==> config.mk <==
export PLATFORM = sky130hd
export DESIGN_NAME = if_fetch_unit_flat
export DESIGN_NICKNAME = d
export VERILOG_FILES = /design/src/rtl/mips_if_pkg.sv /design/src/rtl/if_fetch_unit_if.sv /design/src/rtl/if_fetch_buf.sv /design/src/rtl/if_fetch_unit.sv /design/src/flat_wrapper.sv
export SDC_FILE = /design/constraint.sdc
export NUM_CORES = 1
export LEC_CHECK = 0
export CAP_MARGIN = 10
export CORE_ASPECT_RATIO = 0.7
export CORE_MARGIN = 3
export CORE_UTILIZATION = 43
export CTS_CLUSTER_DIAMETER = 150
export DETAILED_ROUTE_END_ITERATION = 6
export PLACE_DENSITY_LB_ADDON = 0.15
export REMOVE_ABC_BUFFERS = 1
export SYNTH_ARGS = -nofsm -noshare
export SYNTH_HDL_FRONTEND = slang
export SYNTH_SLANG_ARGS = --single-unit
==> constraint.sdc <==
create_clock -name CLK -period 4 [get_ports CLK]
set_clock_uncertainty 0.05 [all_clocks]
set_input_delay 0.8 -clock CLK [delete_from_list [all_inputs] [get_ports CLK]]
set_output_delay 0.8 -clock CLK [all_outputs]
set_load 0.005 [all_outputs]
==> src/rtl/mips_if_pkg.sv <==
// Shared types and constants for the instruction-fetch front end:
// FSM state encoding, nop encoding, default reset PC, word-align helper.
package mips_if_pkg;

  typedef enum logic [1:0] {
    S_REQ   = 2'd0,
    S_WAIT  = 2'd1,
    S_DRAIN = 2'd2
  } fetch_state_t;

  localparam logic [31:0] NOP_INSTR    = 32'h0000_0000;
  localparam logic [31:0] RESET_PC_DEF = 32'h0000_0000;

  function automatic logic [31:0] word_align(input logic [31:0] a);
    return a & 32'hFFFF_FFFC;
  endfunction

endpackage

==> src/rtl/if_fetch_unit_if.sv <==
// Instruction-memory request/response bus.
// master: fetch unit (Req/Addr out); slave: memory (Ready/Valid/RData out).
interface if_fetch_unit_if;
  logic        IMEM_Req;
  logic [31:0] IMEM_Addr;
  logic        IMEM_Ready;
  logic        IMEM_Valid;
  logic [31:0] IMEM_RData;

  modport master (
    output IMEM_Req, IMEM_Addr,
    input  IMEM_Ready, IMEM_Valid, IMEM_RData
  );

  modport slave (
    input  IMEM_Req, IMEM_Addr,
    output IMEM_Ready, IMEM_Valid, IMEM_RData
  );
endinterface

==> src/rtl/if_fetch_buf.sv <==
// One-entry fetch buffer {instr, pc4, valid} feeding IF/ID.
// Ports: clk/rst, load/consume/flush controls, load data, buffered outputs.
module if_fetch_buf (
  input  logic        clk,
  input  logic        rst,
  input  logic        load,
  input  logic        consume,
  input  logic        flush,
  input  logic [31:0] load_instr,
  input  logic [31:0] load_pc4,
  output logic [31:0] instr,
  output logic [31:0] pc4,
  output logic        valid
);
  import mips_if_pkg::*;

  logic [31:0] instr_q;
  logic [31:0] pc4_q;
  logic        valid_q;

  always_ff @(posedge clk or posedge rst) begin
    if (rst) begin
      instr_q <= NOP_INSTR;
      pc4_q   <= 32'h0;
      valid_q <= 1'b0;
    end else if (flush) begin
      valid_q <= 1'b0;
    end else if (load) begin
      instr_q <= load_instr;
      pc4_q   <= load_pc4;
      valid_q <= 1'b1;
    end else if (consume) begin
      valid_q <= 1'b0;
    end
  end

  assign instr = valid_q ? instr_q : NOP_INSTR;
  assign pc4   = pc4_q;
  assign valid = valid_q;
endmodule

==> src/rtl/if_fetch_unit.sv <==
// IF front end: PC, one-outstanding IMEM fetch FSM, redirect/stall handling.
// Ports: CLK/RESET, hazard+redirect inputs, imem bus (master), IF_* outputs.
// Optional IF_FETCH_CNT_EN adds Fetch_Count / Discard_Count outputs.
module if_fetch_unit #(
  parameter logic [31:0] RESET_PC = mips_if_pkg::RESET_PC_DEF
) (
  input  logic        CLK,
  input  logic        RESET,
  input  logic        PCWrite,
  input  logic        Branch,
  input  logic [31:0] BTB_Addr,
  input  logic        JUMP,
  input  logic [31:0] JUMP_Addr,
  if_fetch_unit_if.master imem,
  output logic [31:0] IF_Instruction,
  output logic [31:0] IF_PC_4,
`ifdef IF_FETCH_CNT_EN
  output logic [31:0] Fetch_Count,
  output logic [31:0] Discard_Count,
`endif
  output logic        IF_Valid
);
  import mips_if_pkg::*;

  fetch_state_t state;
  logic [31:0]  pc;
  logic [31:0]  pc_inflight;
  logic [31:0]  target;
  logic         redirect;
  logic         consume;
  logic         req;
  logic         accept;
  logic         load;
  logic         drop;

  assign redirect = PCWrite & (Branch | JUMP);
  assign target   = word_align(Branch ? BTB_Addr : JUMP_Addr);
  assign consume  = IF_Valid & PCWrite & ~redirect;

  // Only request when the response is guaranteed a free buffer slot.
  assign req    = (state == S_REQ) & (~IF_Valid | consume);
  assign accept = req & imem.IMEM_Ready;
  assign load   = (state == S_WAIT) & imem.IMEM_Valid & ~redirect;
  assign drop   = (state != S_REQ) & imem.IMEM_Valid & ~load;

  assign imem.IMEM_Req  = req;
  assign imem.IMEM_Addr = pc;

  always_ff @(posedge CLK or posedge RESET) begin
    if (RESET) begin
      state       <= S_REQ;
      pc          <= RESET_PC;
      pc_inflight <= RESET_PC;
    end else begin
      unique case (state)
        S_REQ: begin
          if (accept) begin
            pc_inflight <= pc;
            state       <= redirect ? S_DRAIN : S_WAIT;
          end
        end
        S_WAIT: begin
          if (imem.IMEM_Valid) state <= S_REQ;
          else if (redirect)   state <= S_DRAIN;
        end
        S_DRAIN: begin
          if (imem.IMEM_Valid) state <= S_REQ;
        end
        default: state <= S_REQ;
      endcase
      if (redirect)    pc <= target;
      else if (accept) pc <= pc + 32'd4;
    end
  end

  if_fetch_buf u_buf (
    .clk        (CLK),
    .rst        (RESET),
    .load       (load),
    .consume    (consume),
    .flush      (redirect),
    .load_instr (imem.IMEM_RData),
    .load_pc4   (pc_inflight + 32'd4),
    .instr      (IF_Instruction),
    .pc4        (IF_PC_4),
    .valid      (IF_Valid)
  );

`ifdef IF_FETCH_CNT_EN
  always_ff @(posedge CLK or posedge RESET) begin
    if (RESET) begin
      Fetch_Count   <= 32'h0;
      Discard_Count <= 32'h0;
    end else begin
      if (load) Fetch_Count   <= Fetch_Count + 32'd1;
      if (drop) Discard_Count <= Discard_Count + 32'd1;
    end
  end
`else
  logic unused_drop;
  assign unused_drop = drop;
`endif
endmodule

==> src/flat_wrapper.sv <==
// flat-port wrapper written by rule: the top's interface ports become plain ports
module if_fetch_unit_flat import mips_if_pkg::*;
#(
  parameter logic [31:0] RESET_PC = mips_if_pkg::RESET_PC_DEF
)
  (CLK, RESET, PCWrite, Branch, BTB_Addr, JUMP, JUMP_Addr, IF_Instruction, IF_PC_4, IF_Valid, imem_IMEM_Req, imem_IMEM_Addr, imem_IMEM_Ready, imem_IMEM_Valid, imem_IMEM_RData);
  if_fetch_unit_if imem_i ();
  input  logic CLK;
  input  logic RESET;
  input  logic PCWrite;
  input  logic Branch;
  input  logic [31:0] BTB_Addr;
  input  logic JUMP;
  input  logic [31:0] JUMP_Addr;
  output logic [31:0] IF_Instruction;
  output logic [31:0] IF_PC_4;
  output logic IF_Valid;
  output wire logic [$bits(imem_i.IMEM_Req)-1:0] imem_IMEM_Req;
  output wire logic [$bits(imem_i.IMEM_Addr)-1:0] imem_IMEM_Addr;
  input wire logic [$bits(imem_i.IMEM_Ready)-1:0] imem_IMEM_Ready;
  input wire logic [$bits(imem_i.IMEM_Valid)-1:0] imem_IMEM_Valid;
  input wire logic [$bits(imem_i.IMEM_RData)-1:0] imem_IMEM_RData;
  assign imem_IMEM_Req = imem_i.IMEM_Req;
  assign imem_IMEM_Addr = imem_i.IMEM_Addr;
  assign imem_i.IMEM_Ready = imem_IMEM_Ready;
  assign imem_i.IMEM_Valid = imem_IMEM_Valid;
  assign imem_i.IMEM_RData = imem_IMEM_RData;
  if_fetch_unit #(.RESET_PC(RESET_PC)) u_core (.CLK(CLK), .RESET(RESET), .PCWrite(PCWrite), .Branch(Branch), .BTB_Addr(BTB_Addr), .JUMP(JUMP), .JUMP_Addr(JUMP_Addr), .imem(imem_i), .IF_Instruction(IF_Instruction), .IF_PC_4(IF_PC_4), .IF_Valid(IF_Valid));
endmodule
-- After elaboration in Yosys (flattened, before gate mapping)
Cells that the tools add are included.
- muxes and demuxes: 13
- $add $sub $neg: 2
- bitwise gates (word level): 11
- reductions and logical operators: 6
- equal/unequal tests: 5
- operators by type and width (operator ; number):
    $mux 32 ; 4
    $add 32x3->32 const B ; 2
    $mux 2 ; 5
    $and 1x1->1 ; 7
    $pmux 2 s3 ; 1
    $reduce_and 2->1 ; 2
    $mux 1 ; 3
    $ne 3x2->1 const B ; 1
    $reduce_and 3->1 ; 1
    $reduce_bool 3->1 ; 1
    $eq 2x1->1 const B ; 1
    $eq 2x2->1 const B ; 1
    $logic_not 2->1 ; 1
    $ne 2x1->1 const B ; 1
    $ne 2x2->1 const B ; 1
    $not 1->1 ; 2
    $or 1x1->1 ; 2
    $reduce_bool 2->1 ; 1
- output and inout port bits: 98
- word-level logic and storage cells: 43
- bits in registers: 131
- input port bits: 103

-- Depth between registers and ports, before layout
Gate-level depths: netlist (run 1).
- depth in word-level cells: 9
- mapped depth: 7
- mapped depth without buffers: 6

-- Modules after synthesis
Synthesis (run 1) repeated with hierarchy kept, for this count alone.
- cells, all modules: 602
- area, all modules: 7005.5 sq um
- modules (own cells, without submodules) (module ; times used ; sequential area each (sq um) ; area an instance (sq um) ; cells each):
    if_fetch_unit ; 1 ; 1551.5 ; 4048.9 ; 426
    if_fetch_buf ; 1 ; 1626.6 ; 2956.6 ; 176

-- Worst setup path before layout (run 1)
No wires, ideal clock.
- path type: input-to-output
- from: input Branch
- to: output imem_IMEM_Req
- arrival time: 1.819 ns
- stages on the path: 4
- slack: 1.331 ns
- data required time: 3.150 ns
- path buffers: 2
- cells stage by stage: buf_6 > or3b_4 > a211oi_4 > buf_4
- word-level cells in the longest chain between the ends: 6
- ends and longest elaborated chain (element ; RTL line ; text):
    start, declared ; flat_wrapper.sv:11 ; input logic Branch;
    $or 1x1->1 ; if_fetch_unit.sv:36 ; assign redirect = PCWrite & (Branch | JUMP);
    $and 1x1->1 ; if_fetch_unit.sv:36 ;
    $not 1->1 (no line) ; -- ;
    $and 1x1->1 ; if_fetch_unit.sv:38 ; assign consume = IF_Valid & PCWrite & ~redirect;
    $or 1x1->1 ; if_fetch_unit.sv:41 ; assign req = (state == S_REQ) & (~IF_Valid | consume);
    $and 1x1->1 ; if_fetch_unit.sv:41 ;
    end, declared ; flat_wrapper.sv:18 ; output wire logic [$bits(imem_i.IMEM_Req)-1:0] imem_IMEM_Req;
No other way between the ends.

-- Final worst setup path (run 1)
- from: input PCWrite
- to: output imem_IMEM_Req
- word-level cells in the longest chain between the ends: 5
- elaborated cells on any way between the ends: 6
- classes of those cells: 6 x bitwise
- ends and longest elaborated chain (element ; RTL line ; text):
    start, declared ; flat_wrapper.sv:10 ; input logic PCWrite;
    $and 1x1->1 ; if_fetch_unit.sv:36 ;
    $not 1->1 (no line) ; -- ;
    $and 1x1->1 (*) ; if_fetch_unit.sv:38 ;
    $or 1x1->1 (*) ; if_fetch_unit.sv:41 ;
    $and 1x1->1 (*) ; if_fetch_unit.sv:41 ;
Every way passes the cells marked *; elsewhere a longest branch is shown, timed or not.

==> run summary, run 1 <==
- mapped cell area: 0.006411 mm^2
- wirelength, routed: 16.55 mm
- multi-input logic area: 0.003060 mm^2
- initial cell density of the core: 45.04%
- count of endpoints failing setup in the final report: 0
- share of total power in combinational logic: 30.5%
- measured slew at the worst slew-check pin: 1.131 ns
- worst endpoint data arrival time: 2.75 ns
- met3 routed WL: 1.114 mm
- most instantiated flip-flop cell in the synthesis netlist: dfrtp_1
- layout cell share with drive strength beyond 1: 9.651%
- via count of the first global-routing pass: 5,113
- Avg Cell Area, Syn: 9.612 um^2
- die outline area: 0.01643 mm^2
- sink count of the clock tree: 125
- total of max-cap violations: 0
- setup repair after global routing missed its margin: false
- number of buffers on the longest clock path: 2
- category of the worst setup path launch point: primary input
- Synth Register Bits: 125
- highest routing layer actually used: met4
- Max H-tree Level: 4
- Synth cell types: 49
- required time of the critical path: 3.15 ns
- hold violation total from the final report: 0
- area occupied by registers: 0.003128 mm^2
- relative contribution of the clock network to total power: 26.7%
- met2 wire len: 7.188 mm
- fraction of the yosys area taken by sequential cells: 48.79%
- worst-case reg-to-reg path depth: 4
- initial detailed-routing violation count: 304
- number of top-level pins: 201
- worst voltage drop across the vdd grid: 0.2645 mV
- wire length on met1: 8.095 mm
- total of buffers placed on input and output ports: 192
- Power, Total: 0.005274 W
- count of flip-flops with a built-in enable after synthesis: 0
- overall overflow remaining after global route: 0
- standby leakage power: 3.715 nW
- net count reported at finish: 954
- Resized cells post-CTS: 0
- x dimension of the die: 151.9 um
- clock tree from TritonCTS: done
- upper clock frequency limit: 278.0 MHz
- Residual DRC: 0
- total global-route track usage: 20.57%
- post-detailed-route wirelength per cell: 15.76 um
- TritonRoute pass-1 iters: 5
- number of buffers added by the clock tree synthesis step: 17
- Area Growth Syn to Fin: 40.36%
- total via count after detailed routing: 5,356
- Yosys warning count: 0
- Slowest Stage Delay on Critical Path: 0.60 ns
- gate count of the mapped netlist: 667
- clock-pin slew on the worst setup and hold paths: 0.05 ns
- Worst-Skew Late Latency: 0.41 ns
- final core utilization: 63.22%
- proportion of register bits with asynchronous set or reset after synthesis: 100.0%
- sum of buffers and inverters on the critical path: 2
- Max FO, Critical Path: 5
- HPWL reported at the end of detailed placement: 12.37 mm
- cell with the largest stage delay on the worst path: clkdlybuf4s50_1
- Die H: 108.2 um
- final critical delay including setup and external delays: 3.597 ns
- Post-DRT Antenna Nets: 0
- cell-internal power: 0.003608 W
- final critical-path share of the clock period: 89.92%
- final estimated routing congestion in global placement: 0.8197
- CTS hold repair buffers: 0
- Worst Hold Depth: 2
- share of total power consumed by net switching: 31.59%
- share of power burned in registers: 42.7%
- sw power: 0.001666 W
- Antenna Diode Count: 0
- crit-path most repeated cell: clkdlybuf4s50_1
- worst slack on hold paths: 0.4120 ns
- Via-to-Cell Ratio: 5.101
- cell family with the largest share of critical-path delay: buffers and inverters
- Hold Crit Class: flip-flop to flip-flop
- pin count of the biggest net entering global routing: 61
- Layout fillers: 1,208
- wire length of the first global-routing pass: 26.94 mm
- number of setup buffers added after CTS: 0
- Rel. slew slack: 24.63%
- status: completed
- logic depth of the worst setup path including buffers: 4
- power per cell area: 586.1 mW/mm^2
- Worst Setup Path Type: primary input to output pin
- Worst Setup End Kind: output pin
- cell breakdown of the critical path: clkdlybuf4s50_1, or3b_4, a211oi_4, clkdlybuf4s50_1
- root buffer cell: clkbuf_16
- # rows: 36
- number of slew-limit violations in the final report: 0
- core region area: 0.01423 mm^2
- antenna violations before repair: 0
[power by group through the flow]
stage | combinational [W] | sequential (W) | clock (W)
CTS | 0.00164 | 0.00225 | 0.00144
global placement | 0.00158 | 0.00223 | 0
global route | 0.00179 | 0.00233 | 0.00150
detailed placement | 0.00163 | 0.00227 | 0
finish | 0.00161 | 0.00225 | 0.00141
floorplan | 0.000828 | 0.00214 | 0
[worst paths after layout]
| kind | from | to | slack, ns |
|---|---|---|---|
| setup reg to reg | u_core.u_buf.valid | u_core.pc_inflight[27] | 1.35 |
| hold / removal | u_core.u_buf.instr_q[26] | u_core.u_buf.instr_q[26] | 0.41 |
| setup / recovery | PCWrite | imem_IMEM_Req | 0.40 |
| min in group asynchronous | RESET | u_core.u_buf.pc4[22] | 0.79 |
| max in group asynchronous | RESET | u_core.u_buf.pc4[8] | 2.34 |
| hold reg to reg | u_core.u_buf.instr_q[26] | u_core.u_buf.instr_q[26] | 0.41 |
[flip-flops by register name, summed over array words and instances, names as in the netlist]
signal                 flops
u_core.u_buf.valid         1
u_core.u_buf.pc4          30
u_core.u_buf.instr_q      32
u_core.imem.IMEM_Addr     30
u_core.pc_inflight        30
u_core.state               2
[synthesized netlist by cell type, drive strengths merged (2+ instances only)]
master	n	area, um^2
nand2	153	579.3
dfrtp	125	3128
o21ai	36	183.9
xor2	36	315.3
and2	33	206.5
a211oi	31	245.2
mux2	28	315.3
nor2b	28	175.2
clkbuf	27	121.4
a21oi	26	130.1
nand3	21	105.1
nand4	19	125.1
xnor2	18	157.7
buf	13	95.09
and3	12	76.33
nor4	10	90.08
inv	8	30.03
nor2	8	30.03
and4	7	63.81
a31oi	4	25.02
nor3	3	15.01
nor3b	3	22.52
ha	2	25.02
mux2i	2	20.02
or3	2	12.51
[cells in the final DEF (no fill, tap or decap), types with 3 or more instances in the layout]
cell	instances
clkdlybuf4s50_1	191
nand2_1	151
dfrtp_1	125
xor2_1	36
o21ai_0	35
and2_1	33
a211oi_1	30
nor2b_1	28
mux2_2	28
a21oi_1	26
nand3_1	20
nand4_1	18
xnor2_1	18
clkbuf_16	17
and3_1	11
nor2_1	8
inv_1	7
nor4_1	7
and4_1	5
a31oi_1	4
conb_1	4
clkinv_2	4
buf_4	4
nor3b_1	3
nor3_1	3
clkbuf_8	3
clkbuf_1	3
buf_2	3
[kinds of logic (layout without fill, tap and decap cells)]
family,count (synthesis),count (layout),synth area share [%]
DFF,125,125,48.79
AOI/OAI and AO/OA,103,103,10.27
other,1,4,0.05849
muxes,30,30,5.230
buffers and inverters,48,238,3.845
and+or+nand+nor,304,304,24.04
xor gates and xnor gates,54,54,7.377
adders and majority gates,2,2,0.3903
[worst reg2reg max path, cell delays in order, from the launching register on]
cell	delay, ns
dfrtp_1	1.01
a211oi_4	0.18
buf_4	0.24
nand2_2	0.60
mux2_2	0.45
[area by class of cell]
cell class                      instances  area share [%]
Timing Repair Buffer                  200           22.19
Tap cell                              190           2.642
Clock buffer                           23           5.311
Multi-Input combinational cell        497           34.01
Inverter                                8          0.3615
Sequential cell                       125           34.76
Clock inverter                          7          0.7230
[metrics by stage]
step	std cells	TNS [ns]	worst slack, ns	area [um^2]
3_5_place_dp	1018	0	0.3928	8446
6_report	1050	0	0.4033	8999
4_1_cts	1048	0	0.3847	8989
2_1_floorplan	630	-54.42	-0.5936	6206
3_3_place_gp	1018	0	0.4183	8446
5_1_grt	1050	0	0.3259	8999
[per-layer routing]
layer,track usage [%],vias to the layer above
met1,29.96,2490
li1,-,2661
met2,30.10,189
met5,0,-
met3,5.960,16
met4,5.645,0
Note: power is estimated with default switching activity, not from simulation.
==> inputs of run 2 (changes only) <==
--- a/config.mk
+++ b/config.mk
@@ -7,7 +7,7 @@
 export LEC_CHECK = 0
 export CAP_MARGIN = 10
 export CORE_ASPECT_RATIO = 0.7
-export CORE_MARGIN = 3
+export CORE_MARGIN = 8
 export CORE_UTILIZATION = 43
 export CTS_CLUSTER_DIAMETER = 150
 export DETAILED_ROUTE_END_ITERATION = 6
==> run summary, run 2 (synthesis gave the netlist of run 1 again) <==
- Max FO, Critical Path: 5, unchanged
- antenna violations before repair: 0, unchanged
- clock-pin slew on the worst setup and hold paths: 0.05 ns, about the same
- upper clock frequency limit: 279.4 MHz, +0.48%
- number of setup buffers added after CTS: 0, unchanged
- final sum of negative setup slack: 0 ns, unchanged
- die outline area: 0.01914 mm^2, +16%
- count of endpoints failing setup in the final report: 0, unchanged
- Rel. slew slack: 21.74%, -2.9 points
- sink count of the clock tree: 125, unchanged
- # rows: 37, +2.8%
- Worst-Skew Late Latency: 0.40 ns, about the same
- flip-flop count of the largest register, all copies and words added: 32, unchanged
- via count of the first global-routing pass: 5,216, +2.0%
- Slowest Stage Delay on Critical Path: 0.59 ns, about the same
- Area Growth Syn to Fin: 42.62%
- core region area: 0.01463 mm^2, +2.8%
- total via count after detailed routing: 5,371, +0.28%
- category of the worst setup path launch point: primary input
- Resized cells post-CTS: 0, unchanged
- required time of the critical path: 3.15 ns, about the same
- number of buffers added by the clock tree synthesis step: 17, unchanged
- total global-route track usage: 17.82%, -2.7 points
- setup repair after global routing missed its margin: false
- cell with the largest stage delay on the worst path: clkdlybuf4s50_1
- Worst Setup Path Type: primary input to output pin
- number of top-level pins: 201, unchanged
- total of max-cap violations: 0, unchanged
- number of buffers on the longest clock path: 2, unchanged
- leading cell types in the layout, fill and taps excluded: clkdlybuf4s50_1 (191), nand2_1 (151), dfrtp_1 (125)
- clock tree from TritonCTS: done
- met3 Usage GRT: 5.895%, -0.065 points
- status: completed
- worst slack on hold paths: 0.4105 ns, -0.001452 ns
- worst endpoint data arrival time: 2.73 ns, -0.02 ns
- layout cell share with drive strength beyond 1: 10.09%, +0.44 points
- final critical delay including setup and external delays: 3.579 ns, -0.01721 ns
- overall overflow remaining after global route: 0, unchanged
- GR Util met2: 26.07%, -4.0 points
- total of buffers placed on input and output ports: 192, unchanged
- x dimension of the die: 161.9 um, +6.6%
- net count reported at finish: 954, unchanged
- root buffer cell: clkbuf_16
- Max H-tree Level: 4, unchanged
- Die H: 118.2 um, +9.2%
- crit-path most repeated cell: clkdlybuf4s50_1
- final critical-path share of the clock period: 89.49%, -0.43 points
- power per cell area: 616.8 mW/mm^2, +5.2%
- cell breakdown of the critical path: clkdlybuf4s50_1, or3b_4, a211oi_4, clkdlybuf4s50_1
- pin count of the biggest net entering global routing: 62, +1.6%
- initial detailed-routing violation count: 313, +3.0%
- initial cell density of the core: 43.82%, -1.2 points
- GRT busiest layer: met2
- Residual DRC: 0, unchanged
- wire length of the first global-routing pass: 27.70 mm, +2.8%
- standby leakage power: 3.771 nW, +1.5%
- most common cell after layout, fill and taps aside: clkdlybuf4s50_1
- number of slew-limit violations in the final report: 0, unchanged
- hold violation total from the final report: 0, unchanged
- Post-DRT Antenna Nets: 0, unchanged
- Worst Setup End Kind: output pin
- measured slew at the worst slew-check pin: 1.163 ns, +0.03260 ns
- CTS hold repair buffers: 0, unchanged
- wirelength, routed: 17.05 mm, +3.0%
- post-detailed-route wirelength per cell: 16.13 um, +2.3%
- worst voltage drop across the vdd grid: 0.3208 mV, +21%
- largest reg by FF count: u_core.u_buf.instr_q
- GR met1 Demand/Resource: 25.17%, -4.8 points
- Hold Crit Class: flip-flop to flip-flop
- Via-to-Cell Ratio: 5.081, -0.38%
- Antenna Diode Count: 0, unchanged
- final estimated routing congestion in global placement: 0.8383, +2.3%
- HPWL reported at the end of detailed placement: 13.10 mm, +5.9%
- TritonRoute pass-1 iters: 5, unchanged
run 2: cell types whose count changed in the layout (fill, tap and decap cells not counted):
cell,delta
clkbuf_1,-2
buf_2,-1
buf_4,+2
clkinvlp_4,+1
clkbuf_8,+1
buf_12,-1
clkinv_2,-3
bufinv_16,+5
run 2: worst paths after layout:
check,startpoint,endpoint,slack [ns],depth (start not counted)
setup reg to reg,u_core.u_buf.valid,u_core.pc_inflight[27],1.40,4
hold / removal,u_core.u_buf.instr_q[13],u_core.u_buf.instr_q[13],0.41,2
min in group asynchronous,RESET,u_core.u_buf.pc4[25],0.79,2
max in group asynchronous,RESET,u_core.imem.IMEM_Addr[15],2.33,3
setup / recovery,PCWrite,imem_IMEM_Req,0.42,4
hold reg to reg,u_core.u_buf.instr_q[13],u_core.u_buf.instr_q[13],0.41,2
run 2: area by class of cell:
type                    instances  area (um^2)
clock buffers                  22        484.2
clock inverters                10        207.7
fillers                      1228         5485
inverters                       8        32.53
multi-input cells             497         3060
flip-flops and latches        125         3128
well taps                     195        244.0
repair buffers                200         1987
run 2: metal layers:
metal / routed length (um) / vias up
met5: 0 / -
met4: 83 / 0
met3: 1206 / 4
met2: 7450 / 170
met1: 8306 / 2539
li1: - / 2658
run 2: where the power goes:
group | total [W] | switching [W] | internal (W)
Combinational | 0.00162 | 0.000677 | 0.000944
Clock | 0.00177 | 0.000533 | 0.00123
Sequential | 0.00225 | 0.000478 | 0.00177
run 2: critical path, delay by kind of cell:
| kind | cells | cell delay (ns) |
|---|---|---|
| and+or+nand+nor | 1 | 0.45 |
| AOI/OAI and AO/OA | 1 | 0.31 |
| buffers and inverters | 2 | 1.17 |
run 2: per-stage QoR:
step | power [W] | area [um^2] | worst slack [ns] | instances | utilization (%)
after floorplan | 0.002973 | 6206 | -0.5936 | 630 | -
after global routing | 0.006003 | 9144 | 0.3763 | 1057 | 62.50
after CTS | 0.005704 | 9139 | 0.4171 | 1056 | 62.47
after detailed placement | 0.003913 | 8447 | 0.4366 | 1024 | 57.74
final | 0.005639 | 9144 | 0.4205 | 1057 | 62.50
after global placement | 0.003829 | 8447 | 0.4206 | 1024 | 57.74
==> RTL change (config.mk and constraints of run 2) <==
Encoding of `fetch_state_t`: now one-hot (3 bits for 3 states).
--- a/src/rtl/mips_if_pkg.sv
+++ b/src/rtl/mips_if_pkg.sv
@@ -4,6 +4,6 @@
 
-  typedef enum logic [1:0] {
-    S_REQ   = 2'd0,
-    S_WAIT  = 2'd1,
-    S_DRAIN = 2'd2
+  typedef enum logic [2:0] {
+    S_REQ   = 3'b001,
+    S_WAIT  = 3'b010,
+    S_DRAIN = 3'b100
   } fetch_state_t;
Formal check against the unedited RTL: same outputs for any inputs over 4 cycles, from zero or initial values and one cycle with RESET high; so few cycles prove little.
==> RTL change against run 2 <==
Critical path depth stayed put. Worst setup slack better by 0.24 ns. Power is 5.5% lower. Design area is 2.8% higher. Synthesized area is 4.6% higher. Die area is 4.1% higher. Sequential cell count is 1 higher. Register-to-register slack better by 0.19 ns. Routed wire length is 20% higher. Via count is 19% higher. First-iteration DRC count is 53% higher.
==> RTL change: results (changes against run 2) <==
| Metric | Value |
|---|---|
| Place WS | `0.6728 ns (+0.2362 ns)` |
| Via count | `6400 (+19%)` |
| Worst R2R Setup Slack | `1.59 ns (+0.19 ns)` |
| Pin count of the biggest net entering global routing | `61 (-1.6%)` |
| Post-DP Area | `8811 um2 (+4.3%)` |
| DP HPWL | `14740 um (+13%)` |
| Status | `completed` |
| Placer congestion estimate | `0.8104 (-3.3%)` |
| CP Max Fanout | `6 (+1)` |
| Clock latency on the worst-skew pair | `0.42 ns (+0.02 ns)` |
| Int Pwr | `3.506 mW (-11%)` |
| Hold endpoint | `u_core.u_buf.instr_q[24]$_DFFE_PP0P_` |
| Global-route wire length before repair | `33030 um (+19%)` |
| Synth unique cells | `52 (+6.1%)` |
| Sequential area share after synthesis | `47.02% (-1.8 points)` |
| Layout cell share with drive strength beyond 1 | `7.534% (-2.6 points)` |
| Overall Global Routing Usage | `20.72% (+2.9 points)` |
| CP arrival | `2.49 ns (-0.24 ns)` |
| Fin crit share | `83.47% (-6.0 points)` |
| Leakage Power | `3.944 nW (+4.6%)` |
| Final #Nets | `1061 (+11%)` |
| FF-to-FF End | `u_core.imem.IMEM_Addr[28]$_DFFE_PP0P_` |
| Crit path from | `JUMP` |
| Hold slack | `0.4127 ns (+0.002222 ns)` |
| Max rail drop VDD | `0.0002819 V (-12%)` |
| Routed wire length | `20440 um (+20%)` |
| # port buffers | `192 (unchanged)` |
| Area contributors post-synth | `dfrtp_1 47%, nand2_1 13%, and2_1 3.1%` |
| Reg2reg start | `u_core.imem.IMEM_Addr[9]$_DFFE_PP0P_` |
[RTL change: final cells by class]
class	instances	area, um2
multi-input combinational	592	3314
clock buffer	19	442.9
tap	200	250.2
sequential	126	3154
timing repair buffer	211	2059
fill	1364	5959
inverter	8	32.53
clock inverter	13	143.9
[RTL change: logic make-up (layout without fill, tap and decap cells)]
kind of cell               count (synthesis)  after routing  synth area share, %
and+or+nand+nor                          426            426                31.22
AOI/OAI and AO/OA                        129            129                12.85
DFF                                      126            126                47.02
buffers and inverters                     66            251                4.159
xor gates and xnor gates                  17             17                2.219
muxes                                     14             14                2.107
adders and majority gates                  2              2               0.3729
other                                      1              4              0.05590
[RTL change: worst max-delay path: stages]
cell and delay (ns):
clkdlybuf4s50_1 0.49, o21ai_0 0.46, and3_1 0.23, clkdlybuf4s50_1 0.51
[RTL change: per-layer routing]
layer	routed length [um]	track usage, %	vias to the layer above
met2	9414	32.83	192
met1	9619	28.53	3075
li1	-	-	3116
met3	1246	4.856	17
met4	155	4.338	0
met5	0	0	-
[RTL change: power by group through the flow]
stage / registers, mW / clock network (mW) / logic (mW)
2_1_floorplan: 2.12 / 0 / 0.815
3_3_place_gp: 2.21 / 0 / 1.57
3_5_place_dp: 2.23 / 0 / 1.60
4_1_cts: 2.21 / 1.55 / 1.61
5_1_grt: 2.30 / 1.59 / 1.80
6_report: 2.22 / 1.52 / 1.59
[RTL change: per-stage QoR]
step	setup TNS, ns	cells	utilization, %
after floorplan	-87.79	726	-
after global placement	0	1137	57.37
after detailed placement	0	1137	57.37
after CTS	0	1169	61.19
after global routing	0	1169	61.19
final	0	1169	61.19
